[config.mk]
export PLATFORM = sky130hd
export DESIGN_NAME = puf_challenge_sequencer
export DESIGN_NICKNAME = d
export VERILOG_FILES = /design/src/rtl/puf_challenge_sequencer.sv
export SDC_FILE = /design/constraint.sdc
export NUM_CORES = 1
export LEC_CHECK = 0
export CAP_MARGIN = 20
export CORE_MARGIN = 8
export CORE_UTILIZATION = 28
export DETAILED_ROUTE_END_ITERATION = 12
export PLACE_DENSITY = 0.6
export SLEW_MARGIN = 20
export SYNTH_ARGS = -nofsm -noshare
export SYNTH_HDL_FRONTEND = slang
export SYNTH_SLANG_ARGS = --single-unit
[constraint.sdc]
create_clock -name clk -period 2.46 [get_ports clk]
set_input_delay 0.615 -clock clk [delete_from_list [all_inputs] [get_ports clk]]
set_output_delay 0.615 -clock clk [all_outputs]
set_load 0.02 [all_outputs]
[src/rtl/puf_challenge_sequencer.sv]
// puf_challenge_sequencer: drives challenges into a serial PUF, hands each response to a host, optional sweep to 8'hFF.
// Ports: clk/reset (sync, active-high); start, sweep_mode, challenge_in from host; puf_done, puf_response from PUF;
//        host_ack from host; puf_enables, puf_challenge, puf_ack to PUF; resp_valid, resp_data, resp_challenge to host;
//        busy, timeout_err, run_done status. All outputs registered.
module puf_challenge_sequencer #(
  parameter int TIMEOUT_CYCLES = 1024
) (
  input  logic        clk,
  input  logic        reset,
  input  logic        start,
  input  logic        sweep_mode,
  input  logic [7:0]  challenge_in,
  input  logic        puf_done,
  input  logic [7:0]  puf_response,
  input  logic        host_ack,
  output logic [31:0] puf_enables,
  output logic [7:0]  puf_challenge,
  output logic        puf_ack,
  output logic        resp_valid,
  output logic [7:0]  resp_data,
  output logic [7:0]  resp_challenge,
  output logic        busy,
  output logic        timeout_err,
  output logic        run_done
);
  localparam int CW = $clog2(TIMEOUT_CYCLES + 1);
  typedef enum logic [2:0] {IDLE, ARM, EVAL, PRESENT, CLEAR, FINISH} state_t;
  state_t state, state_n;
  logic [7:0] cur, cur_n, resp_data_n, resp_challenge_n;
  logic sweep, sweep_n, timeout_err_n, expired;
  logic [CW-1:0] cnt, cnt_n;
  always_comb begin
    state_n = state;
    cur_n = cur;
    sweep_n = sweep;
    resp_data_n = resp_data;
    resp_challenge_n = resp_challenge;
    timeout_err_n = timeout_err;
    // only EVAL and CLEAR count; every other state parks the counter at 0 so each entry starts fresh
    cnt_n = (state == EVAL || state == CLEAR) ? cnt + 1'b1 : '0;
    // cnt holds the number of cycles already spent, so this is the last allowed cycle
    expired = cnt == CW'(TIMEOUT_CYCLES - 1);
    case (state)
      IDLE: if (start) begin
        cur_n = challenge_in;
        sweep_n = sweep_mode;
        timeout_err_n = 1'b0;
        state_n = ARM;
      end
      ARM: state_n = EVAL;
      EVAL: if (puf_done || expired) begin
        resp_data_n = puf_done ? puf_response : 8'h00;
        resp_challenge_n = cur;
        timeout_err_n = timeout_err | ~puf_done;
        state_n = PRESENT;
      end
      PRESENT: state_n = host_ack ? CLEAR : PRESENT;
      CLEAR: if (!puf_done || expired) begin
        timeout_err_n = timeout_err | puf_done;
        cur_n = (sweep && cur != 8'hFF) ? cur + 8'd1 : cur;
        state_n = (sweep && cur != 8'hFF) ? ARM : FINISH;
      end
      FINISH: state_n = IDLE;
      default: state_n = IDLE;
    endcase
  end
  always_ff @(posedge clk) begin
    if (reset) begin
      state <= IDLE;
      cur <= '0;
      sweep <= 1'b0;
      cnt <= '0;
      puf_enables <= '0;
      puf_challenge <= '0;
      puf_ack <= 1'b0;
      resp_valid <= 1'b0;
      resp_data <= '0;
      resp_challenge <= '0;
      busy <= 1'b0;
      timeout_err <= 1'b0;
      run_done <= 1'b0;
    end else begin
      state <= state_n;
      cur <= cur_n;
      sweep <= sweep_n;
      cnt <= cnt_n;
      puf_enables <= {32{state_n == EVAL || state_n == PRESENT}};
      puf_challenge <= cur_n;
      puf_ack <= state_n == CLEAR;
      resp_valid <= state_n == PRESENT;
      resp_data <= resp_data_n;
      resp_challenge <= resp_challenge_n;
      busy <= state_n != IDLE;
      timeout_err <= timeout_err_n;
      run_done <= state_n == FINISH;
    end
  end
endmodule

### Word-level counts from Yosys, hierarchy flattened

Cells that the tools add are included.

| storage, ports and cells | value |
|---|---|
| bits in latches | 0 |
| input port bits | 22 |
| memories | 0 |
| memory bits (read-only) | 0 |
| bits in registers | 45 |
| RAM bits | 0 |

| operators by class | value |
|---|---|
| add/sub/neg operators | 2 |
| bitwise gates (word level) | 4 |
| shift-type cells | 0 |
| divide/modulo/power cells | 0 |
| multiplexer cells | 15 |
| $mul | 0 |
| eq/ne operators | 14 |
| reduce and logical (&&, ||, !) cells | 15 |
| $lt $le $gt $ge | 0 |

Operators with widths:

| operator | count |
|---|---|
| 8-bit two-way mux | 4 |
| 8-bit one-hot mux with 2 select lines | 1 |
| 3-bit two-way mux | 5 |
| 3-bit one-hot mux with 5 select lines | 1 |
| 3-bit by 2-bit equality test with 1-bit output (second input constant) | 4 |
| 11-bit by 1-bit adder with 11-bit output (second input constant) | 1 |
| 11-bit by 10-bit equality test with 1-bit output (second input constant) | 1 |
| 3-bit equality test (second input constant) | 3 |
| 8-bit by 1-bit adder with 8-bit output (second input constant) | 1 |
| 8-bit != test (second input constant) | 1 |
| 4-bit AND reduction | 2 |
| 2-bit by 1-bit != test with 1-bit output (second input constant) | 3 |
| 3-bit nonzero test | 2 |
| 1-bit logical OR | 4 |
| 2-bit AND reduction | 2 |
| 3-bit by 1-bit equality test with 1-bit output (second input constant) | 1 |
| 3-bit zero test | 1 |
| 1-bit two-way mux | 3 |
| 1-bit one-hot mux with 3 select lines | 1 |
| 2-bit != test (second input constant) | 1 |
| 1-bit inverter | 2 |
| 1-bit bitwise OR | 2 |
| 2-bit nonzero test | 1 |
| 2-bit OR reduction | 1 |
| 2 further kinds | 2 |

### Depth between registers and ports, before layout

| logic depth | value |
|---|---|
| depth in word-level cells | 7 |
| depth in mapped cells | 7 |

### Worst setup path after synthesis

Ideal clock, no wire load.

| timing path | value |
|---|---|
| path type | register -> register |
| start | register cnt[0] |
| end | register cur[2] |
| clock period less this slack | 2.197 ns |
| stages on the path, launching flop included | 8 |
| required time | 2.343 ns |
| setup slack | 0.263 ns |
| data arrival time | 2.079 ns |
| path through | dfxtp_1 -> ha_1 -> nand2_1 -> or3_4 -> or4_1 -> buf_2 -> a211o_1 -> a32o_1 |

| between the ends | value |
|---|---|
| cells in the longest elaborated chain, start to end | 4 |

RTL lines:

| element | line | text |
|---|---|---|
| start: declaration | 31 | `logic [CW-1:0] cnt, cnt_n;` |
| start signal: assignment | 86 | `cnt <= cnt_n;` |
| 11-bit by 10-bit equality test with 1-bit output | 42 | `expired = cnt == CW'(TIMEOUT_CYCLES - 1);` |
| 1-bit logical OR | 58 | `CLEAR: if (!puf_done \|\| expired) begin` |
| 2-bit by 1-bit != test with 1-bit output (no line) | -- |  |
| 4-bit AND reduction (no line) | -- |  |
| end signal: assignment | 84 | `cur <= cur_n;` |
| end: declaration | 29 | `logic [7:0] cur, cur_n, resp_data_n, resp_challenge_n;` |

No other way between the ends.
A chain may end at the register's enable or synchronous reset.

### Worst setup path after layout

Ends and elaborated chain as after synthesis.

==> impl_metrics.toml <==
[finish]
nNetsFinal = 342
diodes = 0
drive_gt1_frac = 0.1129
area_growth_pct = 40.98
fin_util = 0.4071
fin_area_um2 = 3129

[critical_path]
start_kind = "flop"
crit_fanout = 8
ff2ff_path_depth = 6
crit_arrival_ns = 2.49
cp-end-kind = "flop"
critPathKind = "reg -> reg"
worst_ep_required_time_ns = 2.66

[clock_tree]
clk_pin_slew_ns = 0.09
cts_hold_buf = 0
clk_latency_ns = 0.30
cts_max_level = 2
cts_root_buf = "clkbuf_8"
clock-sinks = 45
cts_tree = "built"
cts_setup_buffers = 0
cts_buffers = 5
cts_buffer_depth = 2
cts-resized-gates = 0

[synth]
ys_types = 44
synth.area.top_cells = "dfxtp_1, buf_4, nor2_1, mux2i_1, a22o_1"
synth-main-ff-cell = "dfxtp_1"
yosysTopAreaCellShare = 0.4059
syn_inst = 252
syn_nets = 276
async_flop_share = 0
synth-edff-count = 0
ys_ff_latch = 45
synth_area_leader_cell = "dfxtp_1"
yosys_warnings = 0
syn-cell-area_um2 = 2220
synth_area_per_cell_um2 = 8.808
synth.yosys.seq_area_share = 0.4059

[timing]
timing.final.crit_share = 0.9322
tightest_slew_ns = 0.4631
final_hold_viol_count = 0
rsz0062_at_grt = "false"
final-setup-viol-count = 0
fmax_mhz = 436.1
whs_ns = 0.4826
slew_headroom = 0.6884
finalCriticalPeriod_ns = 2.293
clock_skew_ns = 0.008193
tns_ns = 0
slew_violations = 0

[die]
dieWidth_um = 105.0
initial_core_util = 0.2887
dieArea_um2 = 11030
ios = 83
chipHeight_um = 105.0
coreArea_um2 = 7687
placementRows = 32

[global_routing]
grt_overflow_total = 0
met3_usage = 0.04177
track_usage = 0.1075
grt_pass1_vias = 1908
grt_pass1_wl_um = 9970
grt_use_met2 = 0.1638
met1_usage = 0.1382
grt_max_degree = 33
antenna_found_initial = 0
top_usage_layer = "met2"

[place]
portBuffers = 82
place_area_um2 = 3035
hpwl_um = 4618
gp_congestion = 0.8697

[power_and_ir_drop]
swShare = 0.3241
vdd_drop_max_uv = 251.9
pwr-share-clk = 0.262
seq_power_share = 0.435
p_int_mw = 1.240
p_per_area_nw_per_um2 = 586.1
p_comb_frac = 0.303
p_sw_uw = 594.3
leakage_nw = 1.189

[detailed_routing]
routedWlPerCell_um = 14.28
drt_iter0_markers = 176
firstDrtPassIters = 4
wl_um = 6011
remaining_drc_errors = 0
drtAntennaViolNets = 0
vias = 1997
viasPerCell = 4.743

[hold_path]
min_path_type = "reg -> reg"
hold_depth = 1

[outcome]
status = "finished, final reports clean"

[flow_run]
cap_violations = 0
-- synthesized netlist by cell type (all sizes together) (3+ instances only) --
cell type,n
nor2,34
mux2i,11
a211oi,9
nand2,14
nor3,4
a21oi,10
buf,35
clkbuf,6
o21ai,6
dfxtp,45
inv,7
a22o,8
a32o,3
xor2,5
xnor2,3
or3,5
nor4,5
o32ai,3
nand4,3
nand3,8
-- layout make-up --
type | instances | area, um2
clock buffer | 5 | 68.82
clock inverter | 3 | 25.02
fill | 786 | 4558
inverter | 7 | 26.28
multi-input combinational | 159 | 1025
sequential | 45 | 900.9
tap | 102 | 127.6
timing repair buffer | 100 | 955.9
-- layer usage --
metal	wire length, um	up-vias
met3	526	5
met4	59	0
met5	0	-
met2	2634	79
met1	2790	912
li1	-	1001
-- placed cells by master (no fill, tap or decap), types with 3 or more instances in the layout --
| cell | count |
|---|---|
| inv_1 | 7 |
| o32ai_1 | 3 |
| nand2_1 | 14 |
| o21ai_0 | 4 |
| a21oi_1 | 10 |
| clkbuf_8 | 5 |
| nor3_1 | 4 |
| a32o_1 | 3 |
| xnor2_1 | 3 |
| a211oi_1 | 9 |
| nor2_1 | 34 |
| nor4_1 | 4 |
| nand3_1 | 8 |
| clkdlybuf4s50_1 | 82 |
| a22o_1 | 8 |
| dfxtp_1 | 45 |
| or3_1 | 4 |
| buf_4 | 18 |
| xor2_1 | 5 |
| mux2i_1 | 11 |
-- stage by stage --
step | cells | setup slack [ns] | total power [mW]
6_report | 421 | 0.1667 | 1.834
2_1_floorplan | 252 | 0.2633 | 1.158
5_1_grt | 421 | 0.04931 | 1.935
3_5_place_dp | 413 | 0.1904 | 1.374
4_1_cts | 421 | 0.1597 | 1.866
3_3_place_gp | 413 | 0.2358 | 1.369
-- worst paths after layout --
path	start	end	slack, ns
max	cnt[0]	cur[2]	0.17
min	resp_data[1]	resp_data[1]	0.48
max reg2reg	cnt[0]	cur[2]	0.17
min reg2reg	resp_data[1]	resp_data[1]	0.48
-- critical path, stage by stage, from the launching register on --
cell and delay [ns]:
dfxtp_1 0.40, ha_1 0.20, nand2_1 0.08, or3_4 0.34
or4_1 0.58, a211o_1 0.35, a32o_1 0.24
-- registers in the layout, indices dropped and copies added (netlist names) --
signal	count
sweep	1
puf_ack	1
resp_valid	1
busy	1
state	3
puf_enables	1
resp_data	8
timeout_err	1
cur	8
run_done	1
resp_challenge	8
cnt	11
-- power groups by stage --
stage	clock network (mW)	registers, mW	logic (mW)
detailed placement	0	0.816	0.558
global placement	0	0.816	0.554
global route	0.535	0.804	0.596
CTS	0.508	0.798	0.559
finish	0.481	0.798	0.555
floorplan	0	0.859	0.299
-- logic make-up (layout without fill, tap and decap cells) --
group           Yosys count  count (layout)  share of synthesized area
simple gates             85              85                     0.1883
xor+xnor                  8               8                    0.03157
flops                    45              45                     0.4059
compound gates           52              52                     0.1731
buf+inv                  48             115                     0.1353
mux                      12              12                    0.05468
fa+ha+maj                 2               2                    0.01127
Power figures use the tool's default switching activity.
